--- src/rtl/mod_sel_ctrl_pkg.sv ---
// Shared types for the modulation select controller: FSM states, field widths
// and the packed {FREQ, PHASE, DUTY} select word.
package mod_sel_ctrl_pkg;

  localparam int unsigned FREQ_W  = 3;
  localparam int unsigned PHASE_W = 5;
  localparam int unsigned DUTY_W  = 4;
  localparam int unsigned SEL_W   = FREQ_W + PHASE_W + DUTY_W;

  typedef enum logic [2:0] {
    INIT,
    IDLE,
    PENDING,
    GUARD_PRE,
    APPLY,
    GUARD_POST
  } state_e;

  typedef struct packed {
    logic [FREQ_W-1:0]  freq;
    logic [PHASE_W-1:0] phase;
    logic [DUTY_W-1:0]  duty;
  } sel_word_t;

  function automatic logic [SEL_W-1:0] pack_sel(input sel_word_t w);
    return {w.freq, w.phase, w.duty};
  endfunction

  function automatic sel_word_t unpack_sel(input logic [SEL_W-1:0] b);
    sel_word_t w;
    {w.freq, w.phase, w.duty} = b;
    return w;
  endfunction

endpackage

--- src/rtl/sel_debounce.sv ---
// Two-flop synchroniser plus debounce of a multi-bit switch word; the stable
// word only follows after DEBOUNCE_CYCLES consecutive equal synced samples.
module sel_debounce #(
  parameter int unsigned WIDTH           = 12,
  parameter int unsigned DEBOUNCE_CYCLES = 1000
) (
  input  logic             clk,
  input  logic             rst_n,
  input  logic [WIDTH-1:0] raw_i,
  output logic [WIDTH-1:0] stable_o,
  output logic             stable_vld_o,
  output logic             stable_new_o
);

  localparam int unsigned     CNT_W    = $clog2(DEBOUNCE_CYCLES + 1);
  localparam logic [CNT_W-1:0] CNT_MAX  = CNT_W'(DEBOUNCE_CYCLES - 1);
  localparam logic [CNT_W-1:0] CNT_LOAD = CNT_W'(DEBOUNCE_CYCLES - 2);

  logic [WIDTH-1:0] sync1_q, sync1_d, sync2_q, sync2_d;
  logic [WIDTH-1:0] cand_q, cand_d, stable_q, stable_d;
  logic [CNT_W-1:0] cnt_q, cnt_d;
  logic             vld_q, vld_d, new_q, new_d;

  // Stable loads on the edge where the counter reaches DEBOUNCE_CYCLES-1.
  always_comb begin
    sync1_d  = raw_i;
    sync2_d  = sync1_q;
    cand_d   = cand_q;
    cnt_d    = cnt_q;
    stable_d = stable_q;
    vld_d    = vld_q;
    new_d    = 1'b0;
    if (cand_q != sync2_q) begin
      cand_d = sync2_q;
      cnt_d  = '0;
    end else begin
      if (cnt_q < CNT_MAX) cnt_d = cnt_q + CNT_W'(1);
      if (cnt_q == CNT_LOAD) begin
        stable_d = cand_q;
        vld_d    = 1'b1;
        new_d    = 1'b1;
      end
    end
  end

  always_ff @(posedge clk or negedge rst_n) begin
    if (!rst_n) begin
      sync1_q  <= '0;
      sync2_q  <= '0;
      cand_q   <= '0;
      cnt_q    <= '0;
      stable_q <= '0;
      vld_q    <= 1'b0;
      new_q    <= 1'b0;
    end else begin
      sync1_q  <= sync1_d;
      sync2_q  <= sync2_d;
      cand_q   <= cand_d;
      cnt_q    <= cnt_d;
      stable_q <= stable_d;
      vld_q    <= vld_d;
      new_q    <= new_d;
    end
  end

  assign stable_o     = stable_q;
  assign stable_vld_o = vld_q;
  assign stable_new_o = new_q;

endmodule

--- src/rtl/mod_sel_ctrl.sv ---
// Turns raw frequency/phase/duty switches into glitch-safe applied selects,
// updating only at period boundaries and gating CLK_EN around frequency moves.
module mod_sel_ctrl
  import mod_sel_ctrl_pkg::*;
#(
  parameter int unsigned NUM_FREQ        = 3,
  parameter int unsigned DEBOUNCE_CYCLES = 1000,
  parameter int unsigned GUARD_CYCLES    = 64,
  parameter int unsigned TIMEOUT_CYCLES  = 4096
) (
  input  logic               USER_CLOCK,
  input  logic               RESET_N,
  input  logic [FREQ_W-1:0]  RAW_FREQ_SEL,
  input  logic [PHASE_W-1:0] RAW_PHASE_SEL,
  input  logic [DUTY_W-1:0]  RAW_DUTY_SEL,
  input  logic               PERIOD_START,
  input  logic               ERR_CLR,
  output logic [FREQ_W-1:0]  FREQ_SEL,
  output logic [PHASE_W-1:0] PHASE_SEL,
  output logic [DUTY_W-1:0]  DUTY_SEL,
  output logic               CLK_EN,
  output logic               UPDATE,
  output logic               SEL_ERR
);

  localparam int unsigned      GCNT_W     = $clog2(GUARD_CYCLES + 1);
  localparam int unsigned      TMO_W      = $clog2(TIMEOUT_CYCLES + 1);
  localparam logic [GCNT_W-1:0] GCNT_LAST  = GCNT_W'(GUARD_CYCLES - 1);
  localparam logic [TMO_W-1:0]  TMO_LAST   = TMO_W'(TIMEOUT_CYCLES - 1);
  localparam logic [FREQ_W:0]   NUM_FREQ_L = (FREQ_W + 1)'(NUM_FREQ);

  sel_word_t        raw_w, stable_w;
  logic [SEL_W-1:0] raw_bits, stable_bits;
  logic             stable_vld, stable_new, freq_ok_c, stable_ok_c;

  always_comb begin
    raw_w       = '{freq: RAW_FREQ_SEL, phase: RAW_PHASE_SEL, duty: RAW_DUTY_SEL};
    raw_bits    = pack_sel(raw_w);
    stable_w    = unpack_sel(stable_bits);
    freq_ok_c   = ({1'b0, stable_w.freq} < NUM_FREQ_L);
    stable_ok_c = stable_vld && freq_ok_c;
  end

  sel_debounce #(
    .WIDTH          (SEL_W),
    .DEBOUNCE_CYCLES(DEBOUNCE_CYCLES)
  ) u_debounce (
    .clk         (USER_CLOCK),
    .rst_n       (RESET_N),
    .raw_i       (raw_bits),
    .stable_o    (stable_bits),
    .stable_vld_o(stable_vld),
    .stable_new_o(stable_new)
  );

  state_e            state_q, state_d;
  sel_word_t         tgt_q, tgt_d, lat_q, lat_d, app_q, app_d;
  logic              tgt_vld_q, tgt_vld_d, fchg_q, fchg_d;
  logic              clk_en_q, clk_en_d, upd_q, upd_d, err_q, err_d;
  logic [GCNT_W-1:0] gcnt_q, gcnt_d;
  logic [TMO_W-1:0]  tmo_q, tmo_d;

  always_comb begin
    state_d   = state_q;
    tgt_d     = tgt_q;
    tgt_vld_d = tgt_vld_q;
    lat_d     = lat_q;
    app_d     = app_q;
    fchg_d    = fchg_q;
    clk_en_d  = clk_en_q;
    upd_d     = 1'b0;
    err_d     = err_q;
    gcnt_d    = gcnt_q;
    tmo_d     = tmo_q;

    // Target is the newest legal stable word; an illegal one only flags.
    if (stable_ok_c) begin
      tgt_d     = stable_w;
      tgt_vld_d = 1'b1;
    end
    if (ERR_CLR) err_d = 1'b0;
    if (stable_new && !freq_ok_c) err_d = 1'b1;

    case (state_q)
      INIT: begin
        clk_en_d = 1'b0;
        if (tgt_vld_q) begin
          lat_d   = tgt_q;
          fchg_d  = 1'b1;
          state_d = APPLY;
        end
      end
      IDLE: begin
        if (tgt_vld_q && (tgt_q != app_q)) begin
          tmo_d   = '0;
          state_d = PENDING;
        end
      end
      PENDING: begin
        if (tgt_q == app_q) begin
          state_d = IDLE;
        end else if (PERIOD_START || (tmo_q == TMO_LAST)) begin
          lat_d = tgt_q;
          if (tgt_q.freq != app_q.freq) begin
            fchg_d   = 1'b1;
            clk_en_d = 1'b0;
            gcnt_d   = '0;
            state_d  = GUARD_PRE;
          end else begin
            fchg_d  = 1'b0;
            state_d = APPLY;
          end
        end else begin
          tmo_d = tmo_q + TMO_W'(1);
        end
      end
      GUARD_PRE: begin
        if (gcnt_q == GCNT_LAST) state_d = APPLY;
        else                     gcnt_d  = gcnt_q + GCNT_W'(1);
      end
      APPLY: begin
        app_d = lat_q;
        upd_d = 1'b1;
        if (fchg_q) begin
          clk_en_d = 1'b0;
          gcnt_d   = '0;
          state_d  = GUARD_POST;
        end else begin
          state_d = IDLE;
        end
      end
      GUARD_POST: begin
        if (gcnt_q == GCNT_LAST) begin
          clk_en_d = 1'b1;
          state_d  = IDLE;
        end else begin
          gcnt_d = gcnt_q + GCNT_W'(1);
        end
      end
      default: state_d = INIT;
    endcase
  end

  always_ff @(posedge USER_CLOCK or negedge RESET_N) begin
    if (!RESET_N) begin
      state_q   <= INIT;
      tgt_q     <= '0;
      tgt_vld_q <= 1'b0;
      lat_q     <= '0;
      app_q     <= '0;
      fchg_q    <= 1'b0;
      clk_en_q  <= 1'b0;
      upd_q     <= 1'b0;
      err_q     <= 1'b0;
      gcnt_q    <= '0;
      tmo_q     <= '0;
    end else begin
      state_q   <= state_d;
      tgt_q     <= tgt_d;
      tgt_vld_q <= tgt_vld_d;
      lat_q     <= lat_d;
      app_q     <= app_d;
      fchg_q    <= fchg_d;
      clk_en_q  <= clk_en_d;
      upd_q     <= upd_d;
      err_q     <= err_d;
      gcnt_q    <= gcnt_d;
      tmo_q     <= tmo_d;
    end
  end

  assign FREQ_SEL  = app_q.freq;
  assign PHASE_SEL = app_q.phase;
  assign DUTY_SEL  = app_q.duty;
  assign CLK_EN    = clk_en_q;
  assign UPDATE    = upd_q;
  assign SEL_ERR   = err_q;

endmodule

--- config.mk ---
export PLATFORM = sky130hd
export DESIGN_NAME = mod_sel_ctrl
export DESIGN_NICKNAME = d
export VERILOG_FILES = /design/src/rtl/mod_sel_ctrl_pkg.sv /design/src/rtl/sel_debounce.sv /design/src/rtl/mod_sel_ctrl.sv
export SDC_FILE = /design/constraint.sdc
export NUM_CORES = 1
export LEC_CHECK = 0
export CAP_MARGIN = 20
export CORE_ASPECT_RATIO = 1.4
export CORE_UTILIZATION = 45
export DETAILED_ROUTE_END_ITERATION = 6
export MAX_ROUTING_LAYER = met4
export PLACE_DENSITY_LB_ADDON = 0.25
export SLEW_MARGIN = 20
export SYNTH_ARGS = -nofsm -noshare
export SYNTH_HDL_FRONTEND = slang
export SYNTH_SLANG_ARGS = --single-unit
--- constraint.sdc ---
create_clock -name USER_CLOCK -period 2.65 [get_ports USER_CLOCK]
set_input_delay 0.53 -clock USER_CLOCK [delete_from_list [all_inputs] [get_ports USER_CLOCK]]
set_output_delay 0.53 -clock USER_CLOCK [all_outputs]
set_load 0.05 [all_outputs]
==> results of run 1 <==
## metrics by stage
stage	hold slack, ns	area [um2]	power [mW]	util, %
after floorplan	0.234	5140	1.99	-
after global placement	0.332	5590	2.06	50.9
after detailed placement	0.335	5590	2.06	50.9
after global routing	0.353	6150	4.30	56.1
final	0.345	6150	4.15	56.1
after CTS	0.347	6150	4.20	56.1
## cells in the mapped netlist (2+ instances only)
| master | n | area share (%) |
|---|---|---|
| buf_2 | 2 | 0.19 |
| dfrtp_1 | 124 | 60 |
| mux2_2 | 39 | 8.5 |
| o22ai_1 | 2 | 0.24 |
| a21oi_1 | 16 | 1.6 |
| a31oi_1 | 11 | 1.3 |
| and2_1 | 3 | 0.37 |
| xor2_1 | 23 | 3.9 |
| nor2_1 | 24 | 1.8 |
| nand2_1 | 25 | 1.8 |
| nand2b_1 | 2 | 0.24 |
| nor4_1 | 3 | 0.37 |
| o31ai_1 | 2 | 0.29 |
| inv_1 | 11 | 0.80 |
| a211oi_1 | 2 | 0.29 |
| xnor2_1 | 8 | 1.4 |
| ha_1 | 4 | 0.97 |
| or4_1 | 2 | 0.29 |
| o211a_1 | 2 | 0.39 |
| clkbuf_1 | 19 | 1.4 |
| o21a_1 | 3 | 0.44 |
| nand3_1 | 19 | 1.9 |
| nor2b_1 | 3 | 0.37 |
| o211ai_1 | 2 | 0.29 |
| nand4_1 | 3 | 0.37 |
| a41oi_1 | 3 | 0.51 |
| mux2_4 | 8 | 2.3 |
| a22oi_1 | 2 | 0.29 |
| nand3b_1 | 2 | 0.29 |
| and3_1 | 8 | 0.97 |
| a21boi_0 | 3 | 0.44 |
| buf_1 | 2 | 0.15 |
| nor3_1 | 7 | 0.68 |
| o21ai_0 | 15 | 1.5 |
## worst min path at each step
stage | from | cells after the start | slack (ns) | endpoint
2_1_floorplan | RESET_N | 0 | 0.23 | CLK_EN$_DFFE_PN0P_
3_3_place_gp | u_debounce.sync1_q[11]$_DFF_PN0_ | 0 | 0.33 | u_debounce.sync2_q[11]$_DFF_PN0_
3_5_place_dp | u_debounce.sync1_q[11]$_DFF_PN0_ | 0 | 0.33 | u_debounce.sync2_q[11]$_DFF_PN0_
4_1_cts | u_debounce.sync1_q[11]$_DFF_PN0_ | 0 | 0.35 | u_debounce.sync2_q[11]$_DFF_PN0_
5_1_grt | u_debounce.sync1_q[0]$_DFF_PN0_ | 0 | 0.35 | u_debounce.sync2_q[0]$_DFF_PN0_
6_report | u_debounce.sync1_q[7]$_DFF_PN0_ | 0 | 0.35 | u_debounce.sync2_q[7]$_DFF_PN0_
## registers in the layout, indices dropped and copies added (netlist names), 3 cells and up
register             cells
DUTY_SEL                 4
FREQ_SEL                 3
gcnt_q                   7
u_debounce.sync2_q      12
lat_q                   12
PHASE_SEL                5
state_q                  3
u_debounce.cnt_q        10
tgt_q                   12
u_debounce.stable_o     12
u_debounce.cand_q       12
u_debounce.sync1_q      12
tmo_q                   13
## power groups by stage
stage	Sequential, mW	Clock [mW]	Combinational, mW
2_1_floorplan	1.97	0	0.0215
3_3_place_gp	1.97	0	0.0858
3_5_place_dp	1.97	0	0.0870
4_1_cts	1.94	2.17	0.0884
5_1_grt	1.94	2.26	0.0975
6_report	1.94	2.12	0.0846
## metal layers
layer / up-vias / part of all wire [%] / track usage, %
met3: 15 / 4.1 / 4.55
met2: 84 / 54 / 29.4
li1: 1554 / - / -
met1: 1624 / 40 / 19.8
met4: 0 / 1.9 / 8.00
met5: - / 0 / -
## final cells by class
| class | count | share of cell area [%] |
|---|---|---|
| Clock buffer | 21 | 7.48 |
| Clock inverter | 11 | 1.52 |
| Inverter | 11 | 0.671 |
| Multi-Input combinational cell | 261 | 30.7 |
| Sequential cell | 124 | 50.4 |
| Tap cell | 141 | 2.87 |
| Timing Repair Buffer | 39 | 6.38 |
## worst register-to-register path: cells and delay by family, from the launching register on
family / cells / cell delay, ns
compound gates: 3 / 0.61
flops: 1 / 0.41
fa+ha+maj: 1 / 0.23
simple gates: 3 / 0.93
## kinds of logic (layout without fill, tap and decap cells)
| kind of cell | after synthesis | in the layout |
|---|---|---|
| buffers and inverters | 36 | 82 |
| xor gates and xnor gates | 31 | 31 |
| AOI/OAI and AO/OA | 72 | 72 |
| muxes | 47 | 47 |
| and+or+nand+nor | 107 | 107 |
| adders and majority gates | 4 | 4 |
| DFF | 124 | 124 |
## timing repair
item,CTS,global route
hold buffers,1,0
hold endpoints to repair,10,0
buffers inserted,0,0
setup endpoints to repair,0,0
==> impl_metrics.tcl, run 1 <==
set metrics [dict create \
    cp_data_arrival_time_ns 2.58 \
    routed_wirelength_mm 9.16 \
    n_antenna_cell 0 \
    grt_usage_pct 17.6 \
    synthFlopType "dfrtp_1" \
    clk_pin_slew_worst_paths_ns 0.05 \
    tightest_slew_ns 0.655 \
    critPathCaptureType "register" \
    synth.distinct_cells 51 \
    cts.htree.levels 4 \
    powerDensity_mw_per_mm2 674 \
    p_seq_share_pct 46.8 \
    multi_input_area_mm2 0.00189 \
    start_util_pct 46.8 \
    port_buffers 30 \
    routed_via_density 5.39 \
    mostFrequentLayoutCells "dfrtp_1 (124), mux2_2 (39), clkdlybuf4s50_1 (29)" \
    grt_max_degree 63 \
    outcome "finished, final reports clean" \
    report.final.slew_viol_count 0 \
    setup_viol 0 \
    critPathMaxStageDelay_ns 0.49 \
    antenna_found_initial 0 \
    tns_ns 0 \
    crit_path_start_kind "register" \
    rsz0062_at_grt "false" \
    grt-ovfl-total 0 \
    syn_area_mm2 0.00514 \
    clkPwrFrac_pct 51.2 \
    crit_chain "ha_1 -> nand3_1 -> nor2_1 -> a21oi_1 -> o211a_1 -> or4_1 -> a222oi_1" \
    criticalPathCategory "register to register" \
    synth_seq_area_share_pct 60.4 \
    post-route-period-util_pct 86.7 \
    post_cts_resized 0 \
    place_congestion 0.873 \
    reg2reg_slack_ns 0.35 \
    power.switching_uw 855 \
    switching_share_pct 20.6 \
    synth_mux_area_share_pct 10.9 \
    synthAdderAreaFrac_pct 0.974 \
    finalHoldViolCount 0 \
    clock-sinks 124 \
    dieArea_mm2 0.0119 \
    vias 3277 \
    crit_buf_inv 0 \
    synth-seq-cells 124 \
    fin_ws_ns 0.352 \
    synth-compound-area-share_pct 9.13 \
    r2r_start "tmo_q[0]$_DFFE_PN0P_" \
    final_common_cell "dfrtp_1" \
    coreArea_mm2 0.0110 \
    syn_to_final_growth_pct 19.8 \
    firstDrtPassIters 4 \
    wire_per_inst_um 15.1 \
    startpoint "tmo_q[0]$_DFFE_PN0P_" \
    cts_made_buffers 17 \
    finClkSkew_ns 0.00829 \
    synthArstFlopShare_pct 100 \
    clock_latency_ns 0.40 \
    syn_avg_cell_area_um2 12.2 \
    final_cells 608 \
    clk_path_buf_depth 2 \
    slew_headroom_pct 56.3 \
    p_int_mw 3.29 \
    synth-simple-area-share_pct 10.4 \
    syn_inst 421 \
    cp.depth 7 \
    synth_top_family_by_area "multiplexers" \
    io_pins 31 \
    worstSetupEndpoint "state_q[2]$_DFFE_PN0P_" \
    hold_class "register to register" \
    critPathRequiredTime_ns 2.93 \
    layout.nets 474 \
    synthXorXnorAreaFrac_pct 5.28 \
    grt_pass1_vias 3308 \
    drive_gt1_share_pct 19.3 \
    cts_tree "done" \
    regToRegEndpoint "state_q[2]$_DFFE_PN0P_" \
    comb_power_share_pct 2.0 \
    die_w_um 92.3 \
    vdd_ir_drop_max_uv 469 \
    maxCapViolCount 0 \
    drt_iter0_drc 182 \
    p_leak_nw 2.89 \
    fillers 916 \
    die_h_um 128 \
    crit_fanout 5 \
    min_period_ns 2.30 \
    critPathSlowestCell "or4_1" \
    ff_latch_area_mm2 0.00310 \
    route.antenna.remaining_nets 0 \
    path_delay_family "simple AND/OR/NAND/NOR gates" \
    fmax_ghz 0.435 \
    rows 45 \
    dp_cells 575 \
    cts-root-buf "clkbuf_16" \
    dp_hpwl_mm 6.25 \
    dp_slack_ns 0.379 \
    r2r.worst_path.cells 7 \
    drc 0 \
    synth.net_count 441 \
    grt_pass1_wl_mm 15.6 \
    ys.warnings.count 0 \
    synth_edf_count 0 \
]
(Power assumes the default switching activity.)
==> run 2, diff against run 1 <==
SYNTH_HIERARCHICAL = 1   (was default)
==> run 2 against run 1 <==
  * Critical path type unchanged
  * Final area up 2.1%
  * Final cell count up 2.6%
  * Critical endpoint is now tmo_q[2]$_DFFE_PN0P_
  * Total power up 3.7%
  * Setup slack worse by 0.17 ns
==> impl_metrics.tcl, run 2 <==
set metrics [dict create \
    regMostFlops "tmo_q" \
    largest_register_ffs 13 \
    synth_area_leader_cell "dfrtp_1" \
    cts.htree.levels 4 \
    antenna_found_initial 0 \
    ff_latch_area_mm2 0.00310 \
    drc 0 \
    min_period_ns 2.46 \
    powerDensity_mw_per_mm2 684 \
    place_congestion 0.894 \
    syn_inst 436 \
    dieArea_mm2 0.0121 \
    tns_ns 0 \
    drive_gt1_share_pct 21.3 \
    cts_tree "done" \
    multi_input_area_mm2 0.00199 \
    grt_pass1_wl_mm 15.6 \
    cp_data_arrival_time_ns 2.73 \
    outcome "finished, final reports clean" \
    critPathRequiredTime_ns 2.92 \
    yosysMostFrequentCell "dfrtp_1" \
    syn_area_mm2 0.00527 \
    synthFlopType "dfrtp_1" \
    p_leak_nw 2.94 \
    finClkSkew_ns 0.00962 \
    fillers 923 \
    critPathSlowestCell "dfrtp_1" \
    reg2reg_slack_ns 0.19 \
    vias 3282 \
    grt-ovfl-total 0 \
    slew_headroom_pct 58.0 \
    crit_fanout 14 \
    synth.distinct_cells 55 \
    drt_iter0_drc 200 \
    maxCapViolCount 0 \
    clkPwrFrac_pct 52.9 \
    port_buffers 30 \
    syn_avg_cell_area_um2 12.1 \
    io_pins 31 \
    post-route-util_pct 55.4 \
    layout.nets 489 \
    cts-root-buf "clkbuf_16" \
    die_h_um 130 \
    vdd_ir_drop_max_uv 498 \
    tightest_slew_ns 0.628 \
    grt_usage_pct 17.3 \
    hold_class "input port to asynchronous set/reset pin" \
    p_int_mw 3.40 \
    clk_pin_slew_worst_paths_ns 0.06 \
    cp_common_cell "o21ai_0" \
    synthArstFlopShare_pct 100 \
    firstDrtPassIters 4 \
    coreArea_mm2 0.0113 \
    netlist.area_leader.share_pct 58.9 \
    mostFrequentLayoutCells "dfrtp_1 (124), mux2_2 (48), nand2_1 (33)" \
    report.final.slew_viol_count 0 \
    critPathCaptureType "register" \
    post-route-period-util_pct 92.9 \
    route.antenna.remaining_nets 0 \
    clock-sinks 124 \
    rows 46 \
    p_seq_share_pct 45.1 \
    power.switching_uw 896 \
    synthTopCellsByCount "dfrtp_1 (124), mux2_2 (48), nand2_1 (33)" \
    hold_buffers 0 \
    ys.warnings.count 6 \
    final_common_cell "dfrtp_1" \
    n_antenna_cell 0 \
    synth_seq_area_share_pct 58.9 \
    crit_path_start_kind "register" \
    clk_path_buf_depth 2 \
    synth-seq-cells 124 \
    rsz0062_at_grt "false" \
    synth_edf_count 0 \
    dp_hpwl_mm 6.31 \
    fmax_ghz 0.406 \
    die_w_um 93.4 \
    criticalPathCategory "register to register" \
    setup_viol 0 \
    critPathMaxStageDelay_ns 0.40 \
    comb_power_share_pct 2.0 \
    grt_pass1_vias 3295 \
    clock_latency_ns 0.41 \
    switching_share_pct 20.9 \
    cts_made_buffers 17 \
    synth.net_count 458 \
    syn_to_final_growth_pct 19.3 \
    start_util_pct 46.4 \
    crit_buf_inv 1 \
    wire_per_inst_um 14.7 \
    grt_max_degree 40 \
    routed_via_density 5.26 \
    crit_chain "ha_1 -> and3_1 -> buf_4 -> a41oi_1 -> o2bb2ai_1 -> nand3b_1 -> o21ai_0 -> o21ai_0" \
    routed_wirelength_mm 9.15 \
    path_delay_family "compound AO/OA/AOI/OAI gates" \
    finalHoldViolCount 0 \
    synth_area_leaders "dfrtp_1 (59%), mux2_2 (10%), xnor2_1 (2.8%), o21ai_0 (2.6%), nand2_1 (2.4%)" \
]
[run 2: changes by cell type in the layout (fill, tap and decap cells not counted), sizes merged, moves of 5 or more]
cell / delta
a31oi: -6
nand2: +8
nand3: -8
nor2: +6
o21ai: +13
or3: +5
xnor2: +9
xor2: -10
[run 2: final timing paths]
path | cells past startpoint | start | endpoint
max | 8 | tmo_q[0]$_DFFE_PN0P_ | tmo_q[2]$_DFFE_PN0P_
min | 1 | RESET_N | FREQ_SEL[2]$_DFFE_PN0N_
max reg2reg | 8 | tmo_q[0]$_DFFE_PN0P_ | tmo_q[2]$_DFFE_PN0P_
min reg2reg | 0 | u_debounce/sync1_q[8]$_DFF_PN0_ | u_debounce/sync2_q[8]$_DFF_PN0_
max in group asynchronous | 2 | RESET_N | u_debounce/sync2_q[7]$_DFF_PN0_
min in group USER_CLOCK | 0 | u_debounce/sync1_q[8]$_DFF_PN0_ | u_debounce/sync2_q[8]$_DFF_PN0_
[run 2: repair_timing]
action                                  CTS  global route
hold endpoints to repair                  0             0
endpoints found under the setup margin    0            12
gates resized for setup                   0             1
buffers inserted                          0             0
[run 2: cell families after synthesis]
kind of cell	share of synthesized area [%]
adder cells (fa/ha/maj)	1.43
flip-flops	58.9
AND/OR/NAND/NOR	12.2
multiplexers	10.6
XOR/XNOR	4.99
AO/OA/AOI/OAI	8.46
buffers and inverters	3.33
[run 2: area by class of cell]
class / count / share of cell area, %
Inverter: 14 / 0.836
Multi-Input combinational cell: 274 / 31.7
Tap cell: 144 / 2.87
Clock inverter: 12 / 2.23
Timing Repair Buffer: 36 / 5.66
Clock buffer: 20 / 7.27
Sequential cell: 124 / 49.4
[run 2: per-stage QoR]
stage | setup slack [ns] | area (um2) | hold slack (ns) | std cells | power [mW]
floorplan | 0.488 | 5270 | 0.234 | 436 | 1.99
global placement | 0.115 | 5680 | 0.331 | 592 | 2.06
detailed placement | 0.0628 | 5680 | 0.336 | 592 | 2.06
CTS | 0.0912 | 6280 | 0.105 | 624 | 4.35
global route | 0.0303 | 6280 | 0.118 | 624 | 4.45
finish | 0.187 | 6280 | 0.0872 | 624 | 4.30
[run 2: metal layers]
layer / track usage (%) / vias up / wire, um
li1: - / 1584 / -
met3: 4.60 / 12 / 251
met5: - / - / 0
met4: 7.06 / 0 / 144
met1: 19.4 / 1629 / 3950
met2: 29.1 / 57 / 4810
[run 2: power groups by stage]
stage               combinational, mW  clock [mW]  sequential, mW
global placement               0.0872           0            1.97
global route                   0.0979        2.42            1.94
finish                         0.0853        2.27            1.94
floorplan                      0.0253           0            1.97
CTS                            0.0892        2.32            1.94
detailed placement             0.0886           0            1.97
==> RTL change: new RTL, flow settings as in run 2 <==
Remove the register `upd_q`: a continuous assignment takes its place, so the output `UPDATE` follows one clock earlier.
--- a/src/rtl/mod_sel_ctrl.sv
+++ b/src/rtl/mod_sel_ctrl.sv
@@ -150,7 +150,6 @@
       app_q     <= '0;
       fchg_q    <= 1'b0;
       clk_en_q  <= 1'b0;
-      upd_q     <= 1'b0;
       err_q     <= 1'b0;
       gcnt_q    <= '0;
       tmo_q     <= '0;
@@ -162,12 +161,13 @@
       app_q     <= app_d;
       fchg_q    <= fchg_d;
       clk_en_q  <= clk_en_d;
-      upd_q     <= upd_d;
       err_q     <= err_d;
       gcnt_q    <= gcnt_d;
       tmo_q     <= tmo_d;
     end
   end
+
+  assign upd_q = upd_d;
 
   assign FREQ_SEL  = app_q.freq;
   assign PHASE_SEL = app_q.phase;
Formal check against the unedited RTL: same outputs for any inputs over 10 cycles, from zero or initial values and one cycle with RESET_N low; that may be too few to reach the edited logic, so the function may still have changed.
==> RTL change against run 2 <==
Count of clock-buffer cells in the layout down 1; synthesized cell count down 0.23%; via count up 0.73%; design area down 0.28%; synthesized area down 0.48%; fmax up 1.1%; total power down 1.4%; critical endpoint is now lat_q[4]$_DFFE_PN0P_; critical path type unchanged; worst setup slack better by 0.027 ns; wire length down 1.7%; global-route usage down 0.27 points; sequential cell count down 1.
==> RTL change: results (changes against run 2) <==
[logic_synthesis]
synth_area_leaders=dfrtp_1, mux2_2, xnor2_1
synth_nets=457  ; -0.22%
synth_fa_ha_area_share_pct=1.43  ; +0.0068 points
synth-seq-area-share_pct=58.7  ; -0.20 points
yosys_warnings=6  ; unchanged
muxShareOfSynthArea_pct=10.7  ; +0.051 points
synth_common_cells=dfrtp_1, mux2_2, nand2_1
yosys.cell_types.count=55  ; unchanged
async_flop_share_pct=100  ; unchanged
synth_top_area_share_pct=58.7  ; -0.20 points
synth_cells=435  ; -0.23%
synth_compound_area_share_pct=8.50  ; +0.040 points
synthFlopType=dfrtp_1
synth_xor_area_share_pct=5.01  ; +0.024 points

[clock_tree]
cts_root_buf=clkbuf_16
cts_made_buffers=17  ; unchanged
clk_pin_slew_worst_paths_ns=0.05
clockBufferDepth=2  ; unchanged
insertion_delay_ns=0.40
htree_num_levels=4  ; unchanged

[setup_path]
r2r_cells=7  ; -1
critPathArrivalTime_ns=2.72  ; about the same
critPathMaxFanout=12  ; -2

[worst_hold_path]
hold_class=in -> async

[grt]
grt_max_degree=42  ; +5.0%
grt_usage_pct=17.0  ; -0.27 points
antenna_found_initial=0  ; unchanged
grt_pass1_vias=3239  ; -1.7%
grt_pass1_wl_um=15200  ; -1.9%

[placed_design]
dpl_cell_area_um2=5670  ; -0.13%
pre_cts_ws_ns=-0.0295  ; -0.0922 ns
gp_congestion=0.851  ; -4.9%
placed_cells=592  ; unchanged
dpl.hpwl_um=6270  ; -0.69%
portBuffers=30  ; unchanged

[layout]
num_antenna_cells=0  ; unchanged
nFillCells=939  ; +1.7%
layout-drive-gt1-share_pct=21.7  ; +0.42 points
largest_reg_flops=13  ; unchanged
top_register=tmo_q
fin_nets=489  ; unchanged
fin_cells=624  ; unchanged

[run_status]
status=finished clean

[routing]
drtIter0Drc=176  ; -12%
drt_first_pass_iters=6  ; +2
wire_per_inst_um=14.4  ; -1.7%
viasPerCell=5.30  ; +0.73%

[timing]
hold_violations=0  ; unchanged
slew_headroom_pct=58.6  ; +0.61 points
clock_skew_ns=0.00616  ; -0.00346 ns

[pwr]
ir_drop_v=0.000412  ; -17%
p_leak_nw=2.93  ; -0.38%

-- RTL change: changes by cell type after synthesis, sizes merged --
cell,change
dfrtp,-1
-- RTL change: kinds of logic (layout without fill, tap and decap cells) --
| logic type | count (synthesis) | after routing |
|---|---|---|
| mux | 50 | 50 |
| xor+xnor | 30 | 30 |
| buf+inv | 38 | 83 |
| fa+ha+maj | 6 | 6 |
| simple gates | 118 | 118 |
| flops | 123 | 123 |
| compound gates | 70 | 70 |
-- RTL change: area by class of cell --
class                      count  area [um2]  share of cell area [%]
inverter                      14        52.6                   0.839
clock inverter                13         144                    2.30
tap                          144         180                    2.88
timing repair buffer          37         373                    5.95
multi-input combinational    274        1990                    31.8
sequential                   123        3080                    49.1
clock buffer                  19         443                    7.07
-- RTL change: routing by layer --
metal	track usage (%)	wire, um
met1	19.0	3820
met5	-	0
met4	8.14	184
met2	28.4	4730
met3	4.14	254
-- RTL change: repair_timing --
item                       CTS  global route
gates resized for setup      1             0
buffers inserted             0             0
setup endpoints to repair   12             0
-- RTL change: report_power, final --
part	switching (mW)	internal (mW)	leakage, nW
Sequential	0.0155	1.91	1.60
Combinational	0.0480	0.0374	1.05
Clock	0.819	1.41	0.276
-- RTL change: metrics by stage --
stage	hold slack [ns]	utilization, %
2_1_floorplan	0.234	-
3_3_place_gp	0.332	50.0
3_5_place_dp	0.335	50.0
4_1_cts	0.110	55.3
5_1_grt	0.128	55.3
6_report	0.0970	55.3
-- RTL change: final timing paths --
path | end | slack [ns] | from
worst max-delay path | lat_q[4]$_DFFE_PN0P_ | 0.21 | tmo_q[0]$_DFFE_PN0P_
worst min-delay path | tgt_q[11]$_DFFE_PN0P_ | 0.1 | RESET_N
worst max register to register | lat_q[4]$_DFFE_PN0P_ | 0.21 | tmo_q[0]$_DFFE_PN0P_
worst min register to register | u_debounce/sync2_q[2]$_DFF_PN0_ | 0.35 | u_debounce/sync1_q[2]$_DFF_PN0_
max in group asynchronous | tgt_q[9]$_DFFE_PN0P_ | 1.80 | RESET_N
min in group USER_CLOCK | u_debounce/sync2_q[2]$_DFF_PN0_ | 0.35 | u_debounce/sync1_q[2]$_DFF_PN0_
-- RTL change: critical path, stage by stage, from the launching register on --
cell     delay, ns
dfrtp_1       0.38
ha_1          0.20
and3_1        0.25
and2_1        0.23
a31o_2        0.22
a31oi_1       0.13
nor3_4        0.50
mux2_2        0.41
